**src/rtl/axi_arb_pkg.sv**
```systemverilog
// Shared definitions for the two-master AXI4-Lite read arbiter:
// FSM state encoding, AXI response codes and default bus widths.
package axi_arb_pkg;

  typedef enum logic [1:0] {
    ST_IDLE = 2'd0,
    ST_ADDR = 2'd1,
    ST_DATA = 2'd2
  } arb_state_e;

  localparam logic [1:0] RESP_OKAY   = 2'd0;
  localparam logic [1:0] RESP_EXOKAY = 2'd1;
  localparam logic [1:0] RESP_SLVERR = 2'd2;
  localparam logic [1:0] RESP_DECERR = 2'd3;

  localparam int DEF_ADDR_W = 32;
  localparam int DEF_DATA_W = 32;

endpackage

```
**src/rtl/rr_arbiter2.sv**
```systemverilog
// Two-way round-robin pick: a lone requester wins; on a tie the master
// that was not served last wins.
module rr_arbiter2
  import axi_arb_pkg::*;
(
  input  logic [1:0] req,
  input  logic       last_served,
  output logic       winner
);

  always_comb begin
    winner = 1'b0;
    case (req)
      2'b10:   winner = 1'b1;
      2'b11:   winner = ~last_served;
      default: winner = 1'b0;
    endcase
  end

endmodule

```
**src/rtl/axi_rd_arbiter2.sv**
```systemverilog
// Shares one AXI4-Lite read slave between two masters, one transaction at a
// time, with round-robin arbitration taken in IDLE.
module axi_rd_arbiter2
  import axi_arb_pkg::*;
#(
  parameter int ADDR_W = DEF_ADDR_W,
  parameter int DATA_W = DEF_DATA_W
) (
  input  logic              clk,
  input  logic              reset,
  input  logic [ADDR_W-1:0] m0_araddr,
  input  logic              m0_arvalid,
  output logic              m0_arready,
  output logic [DATA_W-1:0] m0_rdata,
  output logic [1:0]        m0_rresp,
  output logic              m0_rvalid,
  input  logic              m0_rready,
  input  logic [ADDR_W-1:0] m1_araddr,
  input  logic              m1_arvalid,
  output logic              m1_arready,
  output logic [DATA_W-1:0] m1_rdata,
  output logic [1:0]        m1_rresp,
  output logic              m1_rvalid,
  input  logic              m1_rready,
  output logic [ADDR_W-1:0] s_araddr,
  output logic              s_arvalid,
  input  logic              s_arready,
  input  logic [DATA_W-1:0] s_rdata,
  input  logic [1:0]        s_rresp,
  input  logic              s_rvalid,
  output logic              s_rready,
  output logic              grant,
  output logic              busy
);

  arb_state_e r_state;
  arb_state_e w_next_state;
  logic       r_grant;
  logic       r_last_served;
  logic       w_winner;
  logic [1:0] w_req;
  logic       w_r_done;

  assign w_req    = {m1_arvalid, m0_arvalid};
  assign w_r_done = (r_state == ST_DATA) && s_rvalid && s_rready;
  assign grant    = r_grant;
  assign busy     = (r_state != ST_IDLE);

  rr_arbiter2 u_rr (
    .req         (w_req),
    .last_served (r_last_served),
    .winner      (w_winner)
  );

  // last_served resets to 1 so the first tie after reset goes to m0
  always_ff @(posedge clk) begin
    if (!reset) begin
      r_state       <= ST_IDLE;
      r_grant       <= 1'b0;
      r_last_served <= 1'b1;
    end else begin
      r_state <= w_next_state;
      if (r_state == ST_IDLE && |w_req)
        r_grant <= w_winner;
      if (w_r_done)
        r_last_served <= r_grant;
    end
  end

  always_comb begin
    w_next_state = r_state;
    s_araddr     = '0;
    s_arvalid    = 1'b0;
    s_rready     = 1'b0;
    m0_arready   = 1'b0;
    m1_arready   = 1'b0;
    m0_rvalid    = 1'b0;
    m1_rvalid    = 1'b0;
    m0_rdata     = '0;
    m1_rdata     = '0;
    m0_rresp     = RESP_OKAY;
    m1_rresp     = RESP_OKAY;
    case (r_state)
      ST_IDLE: begin
        if (|w_req)
          w_next_state = ST_ADDR;
      end
      ST_ADDR: begin
        s_arvalid = 1'b1;
        s_araddr  = r_grant ? m1_araddr : m0_araddr;
        if (r_grant) m1_arready = s_arready;
        else         m0_arready = s_arready;
        if (s_arready)
          w_next_state = ST_DATA;
      end
      ST_DATA: begin
        // Responses, including SLVERR/DECERR, pass straight through; no retry
        s_rready = r_grant ? m1_rready : m0_rready;
        if (r_grant) begin
          m1_rvalid = s_rvalid;
          m1_rdata  = s_rdata;
          m1_rresp  = s_rresp;
        end else begin
          m0_rvalid = s_rvalid;
          m0_rdata  = s_rdata;
          m0_rresp  = s_rresp;
        end
        if (s_rvalid && s_rready)
          w_next_state = ST_IDLE;
      end
      default: w_next_state = ST_IDLE;
    endcase
  end

endmodule

```
**config.mk**
```make
export PLATFORM = sky130hd
export DESIGN_NAME = axi_rd_arbiter2
export DESIGN_NICKNAME = d
export VERILOG_FILES = /design/src/rtl/axi_arb_pkg.sv /design/src/rtl/rr_arbiter2.sv /design/src/rtl/axi_rd_arbiter2.sv
export SDC_FILE = /design/constraint.sdc
export NUM_CORES = 1
export LEC_CHECK = 0
export BUFFER_PORTS_ARGS = -buffer_cell sky130_fd_sc_hd__buf_4
export CAP_MARGIN = 40
export CELL_PAD_IN_SITES_DETAIL_PLACEMENT = 1
export CELL_PAD_IN_SITES_GLOBAL_PLACEMENT = 1
export CORE_MARGIN = 1.5
export CORE_UTILIZATION = 15
export DETAILED_ROUTE_END_ITERATION = 8
export PLACE_DENSITY = 0.91
export SYNTH_ARGS = -nofsm -noshare
export SYNTH_HDL_FRONTEND = slang
export SYNTH_SLANG_ARGS = --single-unit
export TNS_END_PERCENT = 50
```
**constraint.sdc**
```tcl
create_clock -name clk -period 1.19 [get_ports clk]
set_input_delay 0.0595 -clock clk [delete_from_list [all_inputs] [get_ports clk]]
set_output_delay 0.0595 -clock clk [all_outputs]
set_load 0.005 [all_outputs]
```
# After elaboration in Yosys (flattened, before gate mapping)
# Cells that the tools add are included.
[op_classes]
bitwise_logic = 1
eq_ne = 7
reduce_logical = 8
mux = 26
[ops]
columns = ["cell", "count"]
rows = [
  ["two-way mux 32 bit", 6],
  ["two-way mux 2 bit", 7],
  ["two-way mux 1 bit", 11],
  ["== test 2 bit, second input constant", 3],
  ["one-hot mux 2 bit (3 select lines)", 1],
  ["logical AND 1 bit", 4],
  ["!= test 2 x 1 -> 1 bit, second input constant", 2],
  ["AND reduction 3 bit", 1],
  ["== test 2 x 1 -> 1 bit, second input constant", 1],
  ["zero test 2 bit", 1],
  ["!= test 2 bit, second input constant", 1],
  ["one-hot mux 1 bit (2 select lines)", 1],
  ["nonzero test 2 bit", 1],
  ["OR reduction 2 bit", 1],
  ["NOT 1 bit", 1],
]
[totals]
ff_bits = 4
elab_cells = 45
out_inout_bits = 108

# Logic depth before layout (Yosys ltp)
# Gate-level depths: netlist of run 1.
[depth]
ltp_word = 4
depth_mapped = 5
mapped_depth_nobuf = 3

# Hierarchy
# From an unflattened synthesis of run 1, not the netlist that was laid out.
[hier_totals]
hier_cells = 179
area_unflattened_um2 = 1192.4
[modules_own_cells]
columns = ["mod", "seq_area_each_um2", "n_inst", "cells_per_inst", "area_each_um2"]
rows = [
  ["axi_rd_arbiter2", 80.1, 1, 178, 1181.1],
  ["rr_arbiter2", 0.0, 1, 1, 11.3],
]

# Worst setup path before layout of run 1
# No wires, ideal clock.
[synth_timing]
path_kind = "reg-to-reg"
startpoint = "register r_grant, in the netlist grant"
endpoint = "register r_state[1]"
period_less_slack_ps = 1070
arrival_time_ps = 978
stages_incl_launch_ff = 5
path_buffers = 1
path_slack_ps = 120
required_ps = 1098
cell_sequence = "dfxtp_1 buf_6 mux2i_1 nor2b_1 o32ai_1"
[synth_via]
elab_chain_len = 4
[synth_lines]
columns = ["item", "line", "source"]
rows = [
  ["start: declaration", "axi_rd_arbiter2.sv:38", "logic r_grant;"],
  ["start signal: assignment", "axi_rd_arbiter2.sv:64", "r_grant <= w_winner;"],
  ["two-way mux 1 bit", "axi_rd_arbiter2.sv:98", "s_rready = r_grant ? m1_rready : m0_rready;"],
  ["logical AND 1 bit", "axi_rd_arbiter2.sv:108", "if (s_rvalid && s_rready)"],
  ["!= test 2 x 1 -> 1 bit (no source line)", "--", ""],
  ["AND reduction 3 bit (no source line)", "--", ""],
  ["end signal: assignment", "axi_rd_arbiter2.sv:62", "r_state <= w_next_state;"],
  ["end: declaration", "axi_rd_arbiter2.sv:36", "arb_state_e r_state;"],
]
# No other way between the ends.
# A chain may end at the register's enable or synchronous reset.

# Worst setup path in the final report of run 1
[layout_timing]
startpoint = "register r_grant, in the netlist grant"
endpoint = "output m0_rdata[13]"
[layout_via]
elab_chain_len = 2
[layout_lines]
columns = ["item", "line", "source"]
rows = [
  ["two-way mux 32 bit", "axi_rd_arbiter2.sv:99", "if (r_grant) begin"],
  ["two-way mux 32 bit", "axi_rd_arbiter2.sv:83", "case (r_state)"],
  ["end: declaration", "axi_rd_arbiter2.sv:14", "output logic [DATA_W-1:0] m0_rdata,"],
]
# No other way between the ends.

==> Implementation_results.wiki, run 1 <==
{| class="wikitable"
! Metric !! Value
|-
| Mean area per synthesized cell || 7.02 um2
|-
| Post-DRT Antenna Nets || 0
|-
| Area after DPL || 2940 um2
|-
| Area fraction of the dominant cell type after synthesis || 34.8%
|-
| Number of buffers added to fix hold violations after cts || 0
|-
| Sequential share of power || 10.5%
|-
| Power per Cell Area || 457 nW/um2
|-
| DR iter-0 viols || 14
|-
| Fin Clk Skew || 0.00162 ns
|-
| Largest vdd supply drop || 585 uV
|-
| Clock sink count || 4
|-
| Antenna cell count || 0
|-
| RSZ-0062 raised after global routing || yes
|-
| Count of buffers from port buffering || 213
|-
| Number of top-level pins || 214
|-
| Die area || 8940 um2
|-
| Sw Share || 33.6%
|-
| Maximum clock rate || 735 MHz
|-
| Clock share of power || 20.2%
|-
| Net count of the mapped netlist || 285
|-
| CP Data Arrival Time || 1.30 ns
|-
| Final nets || 511
|-
| Starting Density || 15.4%
|-
| Max-slew headroom at the worst pin || 82.5%
|-
| Ys flop type || dfxtp_1
|-
| Series of cell instances along the critical path || buf_4 -> nor2_4 -> buf_12 -> and2_1 -> buf_4
|-
| Clock Tree Buf Depth || 2
|-
| Final setup violation count || 106
|-
| Register area || 85.1 um2
|-
| Post-layout minimum cycle time || 1.36 ns
|-
| Ranking of synthesized cells by area || and2_1, mux2i_1, nor2_1
|-
| Post-synth EDFFs || 0
|-
| Total non-filler cell area in the finished layout || 3330 um2
|-
| Kind of critical path || reg2out
|-
| Initial antenna violation count || 0
|-
| FF+latch count, synth || 4
|-
| Number of instances in the placed design || 490
|-
| Kind of launch point of the worst setup path || flop
|-
| Crit path max fanout || 18
|-
| Hold crit path type || in2reg
|-
| Number of global-route vias before repair || 1996
|-
| P_leak || 1.74 nW
|-
| Result of the run || finished with violations
|-
| Overall routing resource usage || 15.2%
|-
| Critical path capture point type || output pin
|-
| Root buffer cell || clkbuf_8
|-
| Worst hold margin || 0.0716 ns
|-
| Number of fill cells || 1029
|-
| Deepest level of the CTS H-tree || 1
|-
| Post-detailed-route via-to-cell ratio || 4.18
|-
| Detail-routed net length per standard cell || 15.3 um
|-
| Final Hold Fails || 0
|-
| Router iterations before antenna repair || 4
|-
| Layout cells sized above 1 || 67.5%
|-
| Total number of vias || 2122
|-
| Area growth from synthesis to layout || 165%
|-
| Crit path setup slack, layout || -0.170 ns
|-
| Standard-cell rows || 33
|-
| Failing checks || negative setup slack
|-
| DR DRC count || 0
|-
| Share of synthesized flip-flops with an asynchronous set or reset || 0%
|-
| Slowest stage cell on the critical path || dfxtp_4
|-
| Final cycle utilization of the critical path || 114%
|-
| YS warnings || 0
|-
| Clk_lat worst skew || 0.23 ns
|-
| Die span in y || 94.6 um
|-
| Estimated wirelength of the detail-placed design || 5710 um
|-
| Share of synthesized area occupied by flip-flops and latches || 6.37%
|-
| Global-route wire length before repair || 10300 um
|-
| Combinational share of power || 69.3%
|-
| TritonCTS clock tree || built
|-
| Register clock-pin slew on the reported worst setup and hold paths || 0.03 ns
|-
| Cell accounting for the most synthesized area || and2_1
|-
| Cell count after synthesis || 179
|-
| Weighted congestion at the end of routability-driven global placement || 0.790
|-
| Final Slew Violations || 0
|-
| Total routed wirelength || 7800 um
|-
| Required time worst endpoint || 1.13 ns
|-
| Max-capacitance violation count || 0
|-
| Cell-internal power || 1.01 mW
|-
| Footprint of the multi-input gates || 1160 um2
|-
| Area of the placeable core || 8180 um2
|-
| Post-Layout Cell Count || 508
|-
| Count of unique library cells instantiated by Yosys || 23
|-
| Sw Pwr || 0.512 mW
|-
| Number of buffers created by CTS || 3
|-
| Worst-margin pin slew || 0.259 ns
|-
| Pin count of the biggest net entering global routing || 19
|-
| Most frequent CP cell || buf_4
|-
| Crit path largest cell delay || 0.44 ns
|-
| Total gr overflow || 0
|-
| X dimension of the die || 94.6 um
|-
| Synthesized cell area || 1260 um2
|}
==> state kept, by name, indices dropped and copies added, names as in the netlist <==
register / flops
r_state: 2
r_last_served: 1
grant: 1
==> stage by stage <==
stage	worst slack (ns)	TNS (ns)	total power, mW	util [%]
after floorplan	0.120	0	0.490	-
after global placement	-0.112	-6.43	1.02	35.9
after detailed placement	-0.195	-11.30	1.05	35.9
after CTS	-0.233	-17.61	1.47	38.7
after global routing	-0.223	-19.63	1.62	40.7
final	-0.170	-13.98	1.52	40.7
==> worst max-delay path: cells and delay by family (launching register included) <==
family | cells | cell delay, ns
AND/OR/NAND/NOR | 2 | 0.20
buffers and inverters | 3 | 0.43
flip-flops | 1 | 0.44
==> power groups by stage <==
stage,registers [mW],clock network [mW],logic (mW)
final,0.160,0.308,1.06
after floorplan,0.156,0,0.334
after global placement,0.156,0,0.863
after CTS,0.161,0.316,0.994
after global routing,0.161,0.322,1.14
after detailed placement,0.156,0,0.898
==> layer usage <==
metal  GRT usage (%)  vias to the layer above  part of all wire (%)
li1                -                     1025                     -
met1            14.9                      993                    33
met2            31.8                       95                    58
met3            2.82                        9                   7.1
met4            3.61                        0                   1.4
met5               0                        -                     0
==> placed cells by master (no fill, tap or decap) <==
cell type	synthesis	layout
nor2_1	34	29
nand2_2	0	1
nor3_2	0	1
o311ai_0	1	1
buf_12	0	5
dfxtp_4	0	1
mux2i_2	0	3
and2_4	0	13
nor2b_1	1	1
nand3b_1	1	1
inv_1	4	3
o21ai_1	0	1
clkbuf_16	0	1
nor3b_1	1	1
and3_1	1	1
o21a_1	1	1
and2_1	70	57
buf_16	0	2
mux2i_1	33	28
nor2_4	2	4
nand2b_1	2	1
mux2i_4	0	2
o32ai_2	0	1
nor2_2	0	5
clkbuf_8	0	3
dfxtp_1	4	2
buf_4	6	219
a21oi_1	1	1
dfxtp_2	0	1
inv_4	0	2
nand2_1	2	1
buf_6	7	6
nor3_1	3	2
nand2b_4	1	2
==> kinds of logic (layout without fill, tap and decap cells) <==
logic type	after synthesis	in the layout	share of synthesized area (%)
and+or+nand+nor	118	120	52.8
muxes	33	33	26.3
buffers and inverters	19	241	11.7
AOI/OAI and AO/OA	5	5	2.79
DFF	4	4	6.37
==> path summary, 6_finish.rpt <==
| path | startpoint | end | slack [ns] | cells past startpoint |
|---|---|---|---|---|
| worst max-delay path | grant | m0_rdata[13] | -0.17 | 5 |
| worst min-delay path | reset | r_last_served | 0.07 | 2 |
| worst max register to register | grant | r_state[1] | -0.01 | 4 |
| worst min register to register | r_last_served | r_last_served | 0.52 | 2 |
==> Yosys cell counts, types with 2 or more instances <==
cell	count
and2_1	70
buf_4	6
buf_6	7
dfxtp_1	4
inv_1	4
mux2i_1	33
nand2_1	2
nand2b_1	2
nor2_1	34
nor2_4	2
nor3_1	3
==> area by class of cell <==
type,instances,area share [%]
Sequential cell,4,2.56
Timing Repair Buffer,233,56.8
Clock buffer,3,1.24
Tap cell,105,3.95
Multi-Input combinational cell,158,34.7
Inverter,5,0.714
==> what timing repair did <==
item	4_1_cts	5_1_grt
setup endpoints to repair	106	109
pin swaps	16	3
cloned	4	1
resized for setup	14	31
buffers inserted	6	4
Note: power is estimated with default switching activity, not from simulation.
==> run 2: changes to the inputs <==
--- a/config.mk
+++ b/config.mk
@@ -10,9 +10,9 @@
 export CELL_PAD_IN_SITES_DETAIL_PLACEMENT = 1
 export CELL_PAD_IN_SITES_GLOBAL_PLACEMENT = 1
 export CORE_MARGIN = 1.5
-export CORE_UTILIZATION = 15
+export CORE_UTILIZATION = 14
 export DETAILED_ROUTE_END_ITERATION = 8
-export PLACE_DENSITY = 0.91
+export PLACE_DENSITY = 0.89
 export SYNTH_ARGS = -nofsm -noshare
 export SYNTH_HDL_FRONTEND = slang
 export SYNTH_SLANG_ARGS = --single-unit
==> constraint.sdc (replaced) <==
create_clock -name clk -period 1.15 [get_ports clk]
set_input_delay 0.23 -clock clk [delete_from_list [all_inputs] [get_ports clk]]
set_output_delay 0.23 -clock clk [all_outputs]
set_load 0.005 [all_outputs]
==> Implementation_results.wiki, run 2 (same netlist as run 1, synthesis figures left out) <==
{| class="wikitable"
! Metric !! Value
|-
| Sequential share of power || 10.8% (+0.3 points)
|-
| Router iterations before antenna repair || 4 (unchanged)
|-
| Final setup violation count || 109 (+2.8%)
|-
| Final Slew Violations || 0 (unchanged)
|-
| P_leak || 1.71 nW (-1.8%)
|-
| Maximum clock rate || 653 MHz
|-
| Clock share of power || 20.3% (about the same)
|-
| Sw Pwr || 0.471 mW (-8.0%)
|-
| Flip-flop count of the largest register, all copies and words added || 2 (unchanged)
|-
| Largest reg by FF count || r_state
|-
| Total gr overflow || 0 (unchanged)
|-
| X dimension of the die || 97.8 um (+3.4%)
|-
| Crit path largest cell delay || 0.33 ns (-0.11 ns)
|-
| Die span in y || 97.8 um (+3.4%)
|-
| Series of cell instances along the critical path || nand2b_4 -> nor2_4 -> buf_12 -> and2_1 -> buf_4
|-
| Sw Share || 31.3% (-2.3 points)
|-
| Kind of launch point of the worst setup path || flop
|-
| Worst-margin pin slew || 0.294 ns (+0.0350 ns)
|-
| Power per Cell Area || 468 nW/um2 (+2.2%)
|-
| Area after DPL || 2990 um2 (+1.7%)
|-
| Required time worst endpoint || 0.92 ns (-0.21 ns)
|-
| Max-slew headroom at the worst pin || 80.1% (-2.4 points)
|-
| Number of global-route vias before repair || 2175 (+9.0%)
|-
| Antenna cell count || 0 (unchanged)
|-
| Commonest cells after routing, fill and taps aside || buf_4, and2_1, nor2_1
|-
| Cell-internal power || 1.04 mW (+2.4%)
|-
| Count of buffers from port buffering || 213 (unchanged)
|-
| Combinational share of power || 68.9% (-0.4 points)
|-
| Clk_lat worst skew || 0.22 ns (about the same)
|-
| Overall routing resource usage || 13.5% (-1.7 points)
|-
| Global-route wire length before repair || 10600 um (+3.4%)
|-
| Starting Density || 14.4% (-0.96 points)
|-
| DR DRC count || 0 (unchanged)
|-
| Post-DRT Antenna Nets || 0 (unchanged)
|-
| Number of fill cells || 1085 (+5.4%)
|-
| Fin Clk Skew || 0.00167 ns (+0.0000470 ns)
|-
| Total routed wirelength || 7120 um (-8.7%)
|-
| Estimated wirelength of the detail-placed design || 5670 um (-0.69%)
|-
| Kind of critical path || reg2out
|-
| Slowest stage cell on the critical path || dfxtp_2
|-
| Root buffer cell || clkbuf_8
|-
| Max-capacitance violation count || 0 (unchanged)
|-
| CP Depth || 5 (unchanged)
|-
| Detail-routed net length per standard cell || 14.1 um (-8.2%)
|-
| Register clock-pin slew on the reported worst setup and hold paths || 0.03 ns (about the same)
|-
| Layout cells sized above 1 || 61.7% (-5.8 points)
|-
| Final nets || 505 (-1.2%)
|-
| Deepest level of the CTS H-tree || 1 (unchanged)
|-
| Crit path max fanout || 35 (+17)
|-
| RSZ-0062 raised after global routing || yes
|-
| R2R Setup Slk || -0.03 ns (-0.02 ns)
|-
| CP endpoint || m1_rdata[13]
|-
| Largest vdd supply drop || 391 uV (-33%)
|-
| Hold crit path type || in2reg
|-
| Clock sink count || 4 (unchanged)
|-
| Number of buffers created by CTS || 3 (unchanged)
|-
| Final Hold Fails || 0 (unchanged)
|-
| Dpl ws || -0.183 ns (+0.0118 ns)
|-
| TritonCTS clock tree || built
|-
| Post-layout minimum cycle time || 1.53 ns
|-
| Failing checks || negative setup slack
|-
| Pin count of the biggest net entering global routing || 36 (+17)
|-
| Area growth from synthesis to layout || 156%
|-
| CP delay by family, top || simple AND/OR/NAND/NOR gates
|-
| Initial antenna violation count || 0 (unchanged)
|-
| Most common cell after layout, fill and taps aside || buf_4
|-
| Crit path setup slack, layout || -0.382 ns (-0.212 ns)
|-
| CP Data Arrival Time || 1.30 ns (about the same)
|-
| Worst Path Buf+Inv || 2 (-1)
|-
| Cell count of the worst reg-to-reg path || 4 (unchanged)
|-
| Clock Tree Buf Depth || 2 (unchanged)
|-
| Critical path capture point type || output pin
|-
| End of the worst register-to-register path || r_state[1]
|-
| Number of top-level pins || 214 (unchanged)
|-
| Total non-filler cell area in the finished layout || 3220 um2 (-3.3%)
|-
| DR iter-0 viols || 16 (+2)
|-
| Standard-cell rows || 34 (+3.0%)
|-
| Overall power after layout || 1.51 mW (-1.1%)
|-
| Final cycle utilization of the critical path || 133%
|-
| Area of the placeable core || 8720 um2 (+6.7%)
|-
| Total number of vias || 2068 (-2.5%)
|-
| Worst Setup SP || r_state[0]
|-
| Die area || 9560 um2 (+6.9%)
|-
| Post-detailed-route via-to-cell ratio || 4.10 (-2.0%)
|-
| Reg2Reg Launch Point || grant
|-
| Result of the run || finished with violations
|-
| Weighted congestion at the end of routability-driven global placement || 0.778 (-1.5%)
|}
run 2: how the worst min path moves through the flow:
stage                     startpoint            end  slack, ns  cells past startpoint
final                          reset  r_last_served       0.25                      2
after global routing           reset  r_last_served       0.26                      2
after global placement         reset  r_last_served       0.47                      2
after detailed placement       reset  r_last_served       0.48                      2
after CTS                      reset  r_last_served       0.24                      2
after floorplan                reset  r_last_served       0.32                      1
run 2: metrics by stage:
stage | utilization, % | setup TNS [ns] | hold WS [ns] | instances
4_1_cts | 36.1 | -38.99 | 0.243 | 502
3_3_place_gp | 34.2 | -9.47 | 0.469 | 495
2_1_floorplan | - | -0.0377 | 0.321 | 179
5_1_grt | 36.9 | -44.01 | 0.259 | 505
3_5_place_dp | 34.2 | -13.13 | 0.476 | 495
6_report | 36.9 | -36.38 | 0.251 | 505
run 2: what timing repair did:
| action | 4_1_cts | 5_1_grt |
|---|---|---|
| cloned | 3 | 2 |
| hold endpoints to repair | 0 | 0 |
| gates resized for setup | 5 | 5 |
| setup buffers | 1 | 1 |
| endpoints found under the setup margin | 109 | 110 |
| hold buffers | 0 | 0 |
| pin swaps | 0 | 0 |
run 2: metal layers:
metal | wire length (um) | track usage, %
met5 | 0 | 0
met4 | 78 | 3.08
met3 | 500 | 2.72
met2 | 4070 | 28.3
met1 | 2470 | 13.2
run 2: layout make-up:
type                            count  area (um2)  share of cell area, %
Sequential cell                     4        86.3                   2.68
Clock buffer                        3        41.3                   1.28
Multi-Input combinational cell    156        1060                   32.9
Tap cell                          108         135                   4.20
Inverter                            5        21.3                  0.660
Timing Repair Buffer              229        1880                   58.3
run 2: power by group through the flow:
stage / registers [mW] / logic, mW / clock network, mW
4_1_cts: 0.163 / 1.01 / 0.311
5_1_grt: 0.164 / 1.12 / 0.316
3_5_place_dp: 0.165 / 0.931 / 0
3_3_place_gp: 0.164 / 0.898 / 0
2_1_floorplan: 0.163 / 0.347 / 0
6_report: 0.162 / 1.04 / 0.306
==> run 3: changes to the inputs <==
--- a/config.mk
+++ b/config.mk
@@ -12,7 +12,7 @@
 export CORE_MARGIN = 1.5
 export CORE_UTILIZATION = 14
 export DETAILED_ROUTE_END_ITERATION = 8
-export PLACE_DENSITY = 0.89
+export PLACE_DENSITY = 0.84
 export SYNTH_ARGS = -nofsm -noshare
 export SYNTH_HDL_FRONTEND = slang
 export SYNTH_SLANG_ARGS = --single-unit
==> Implementation_results.wiki, run 3 (same netlist as run 1, synthesis figures left out) <==
{| class="wikitable"
! Metric !! Value
|-
| Fin Clk Skew || 0.00270 ns (+0.00103 ns)
|-
| Post-Layout Cell Count || 511 (+1.2%)
|-
| Area of the placeable core || 8720 um2 (unchanged)
|-
| Largest vdd supply drop || 530 uV (+36%)
|-
| Flip-flop count of the largest register, all copies and words added || 2 (unchanged)
|-
| Standard-cell rows || 34 (unchanged)
|-
| Die area || 9560 um2 (unchanged)
|-
| DR DRC count || 0 (unchanged)
|-
| Number of buffers created by CTS || 3 (unchanged)
|-
| Max-capacitance violation count || 0 (unchanged)
|-
| Kind of launch point of the worst setup path || flop
|-
| Kind of critical path || reg2out
|-
| Pin count of the biggest net entering global routing || 36 (unchanged)
|-
| Deepest level of the CTS H-tree || 1 (unchanged)
|-
| Sw Pwr || 0.538 mW (+14%)
|-
| Power per Cell Area || 490 nW/um2 (+4.7%)
|-
| Area growth from synthesis to layout || 172%
|-
| P_leak || 1.78 nW (+3.9%)
|-
| Count of buffers from port buffering || 213 (unchanged)
|-
| Global-route wire length before repair || 11100 um (+4.9%)
|-
| Weighted congestion at the end of routability-driven global placement || 0.707 (-9.1%)
|-
| Detail-routed net length per standard cell || 14.5 um (+3.1%)
|-
| Total gr overflow || 0 (unchanged)
|-
| Cell-internal power || 1.14 mW (+10%)
|-
| Largest reg by FF count || r_state
|-
| Total non-filler cell area in the finished layout || 3420 um2 (+6.3%)
|-
| Failing checks || negative setup slack
|-
| Final Slew Violations || 0 (unchanged)
|-
| Post-detailed-route via-to-cell ratio || 4.13 (+0.88%)
|-
| Required time worst endpoint || 0.92 ns (about the same)
|-
| Series of cell instances along the critical path || buf_4 -> buf_16 -> mux2i_2 -> nor2_1 -> buf_4
|-
| Crit path max fanout || 7 (-80%)
|-
| Total number of vias || 2111 (+2.1%)
|-
| Total routed wirelength || 7430 um (+4.3%)
|-
| Number of instances in the placed design || 496 (+0.20%)
|-
| Die span in y || 97.8 um (unchanged)
|-
| Most frequent CP cell || buf_4
|-
| Clk_lat worst skew || 0.22 ns (about the same)
|-
| CP Data Arrival Time || 1.29 ns (about the same)
|-
| Root buffer cell || clkbuf_8
|-
| Number of global-route vias before repair || 2182 (+0.32%)
|-
| Final setup violation count || 109 (unchanged)
|-
| Combinational share of power || 72.3% (+3.4 points)
|-
| Post-DRT Antenna Nets || 0 (unchanged)
|-
| Worst-margin pin slew || 0.277 ns (-0.0171 ns)
|-
| TritonCTS clock tree || built
|-
| Sw Share || 32.1% (+0.80 points)
|-
| Number of buffers added to fix hold violations after cts || 0 (unchanged)
|-
| Sequential share of power || 9.8% (-1.0 points)
|-
| Antenna cell count || 0 (unchanged)
|-
| Post-layout minimum cycle time || 1.52 ns (-0.0111 ns)
|-
| RSZ-0062 raised after global routing || yes
|-
| Maximum clock rate || 658 MHz (+0.73%)
|-
| Worst hold margin || 0.243 ns (-0.00800 ns)
|-
| Commonest cells after routing, fill and taps aside || buf_4, and2_1, mux2i_1
|-
| Final Hold Fails || 0 (unchanged)
|-
| Critical path capture point type || output pin
|-
| Router iterations before antenna repair || 4 (unchanged)
|-
| Crit path largest cell delay || 0.39 ns (+0.06 ns)
|-
| Crit path setup slack, layout || -0.371 ns (+0.0111 ns)
|-
| Result of the run || finished with violations
|-
| Clock Tree Buf Depth || 2 (unchanged)
|-
| Slowest stage cell on the critical path || dfxtp_4
|-
| Number of fill cells || 1070 (-1.4%)
|-
| Max-slew headroom at the worst pin || 81.0% (+0.86 points)
|-
| Hold crit path type || in2reg
|-
| X dimension of the die || 97.8 um (unchanged)
|-
| Setup TNS || -35.78 ns (+0.601 ns)
|-
| Clock sink count || 4 (unchanged)
|-
| Number of top-level pins || 214 (unchanged)
|-
| Final nets || 511 (+1.2%)
|-
| Starting Density || 14.4% (unchanged)
|-
| Final core utilization || 39.3% (+2.3 points)
|-
| Most common cell after layout, fill and taps aside || buf_4
|-
| Area after DPL || 2990 um2 (+0.25%)
|-
| Estimated wirelength of the detail-placed design || 5660 um (-0.21%)
|-
| Overall routing resource usage || 14.2% (+0.74 points)
|-
| Register clock-pin slew on the reported worst setup and hold paths || 0.03 ns (about the same)
|-
| DR iter-0 viols || 33 (+17)
|-
| Initial antenna violation count || 0 (unchanged)
|-
| Final cycle utilization of the critical path || 132% (-0.97 points)
|-
| Clock share of power || 17.9% (-2.4 points)
|-
| Layout cells sized above 1 || 66.7% (+5.0 points)
|}
run 3: per-stage QoR:
stage                     worst slack [ns]  total power [mW]
after CTS                           -0.400              1.66
after detailed placement            -0.176              1.10
after global placement              -0.153              1.08
final                               -0.371              1.68
after global routing                -0.437              1.78
after floorplan                   -0.00126             0.511
run 3: final timing paths:
path,startpoint,slack (ns),endpoint,depth (start not counted)
hold reg to reg,r_last_served,0.50,r_last_served,2
setup reg to reg,grant,-0.09,r_state[1],5
setup / recovery,grant,-0.37,s_araddr[16],5
hold / removal,reset,0.24,r_last_served,2
run 3: repair_timing:
item,CTS,global route
endpoints found under the setup margin,110,110
pin swaps,2,1
gates cloned,5,1
hold endpoints to repair,0,0
resized for setup,27,20
buffers inserted,5,2
run 3: layer usage:
layer  up-vias  GRT usage (%)  wire length, um
li1       1022              -                -
met1       975           15.5             2640
met2       106           28.8             4220
met3         8           1.93              493
met4         0           2.64               82
met5         -              0                0
run 3: final cells by class:
type,count,area [um2],share of cell area [%]
flip-flops and latches,4,86.3,2.52
clock buffers,3,41.3,1.21
repair buffers,235,1980,57.8
multi-input cells,156,1160,33.8
well taps,108,135,3.95
inverters,5,23.8,0.694
run 3: critical path, delay by kind of cell (launching register included):
| family | cells | cell delay (ns) |
|---|---|---|
| muxes | 1 | 0.21 |
| and+or+nand+nor | 1 | 0.06 |
| DFF | 1 | 0.39 |
| buffers and inverters | 3 | 0.40 |
run 3: power by group through the flow:
stage          logic, mW  registers [mW]  clock network, mW
6_report            1.21           0.165              0.300
5_1_grt             1.30           0.166              0.309
4_1_cts             1.19           0.165              0.305
3_5_place_dp       0.939           0.164                  0
3_3_place_gp       0.913           0.162                  0
2_1_floorplan      0.347           0.163                  0
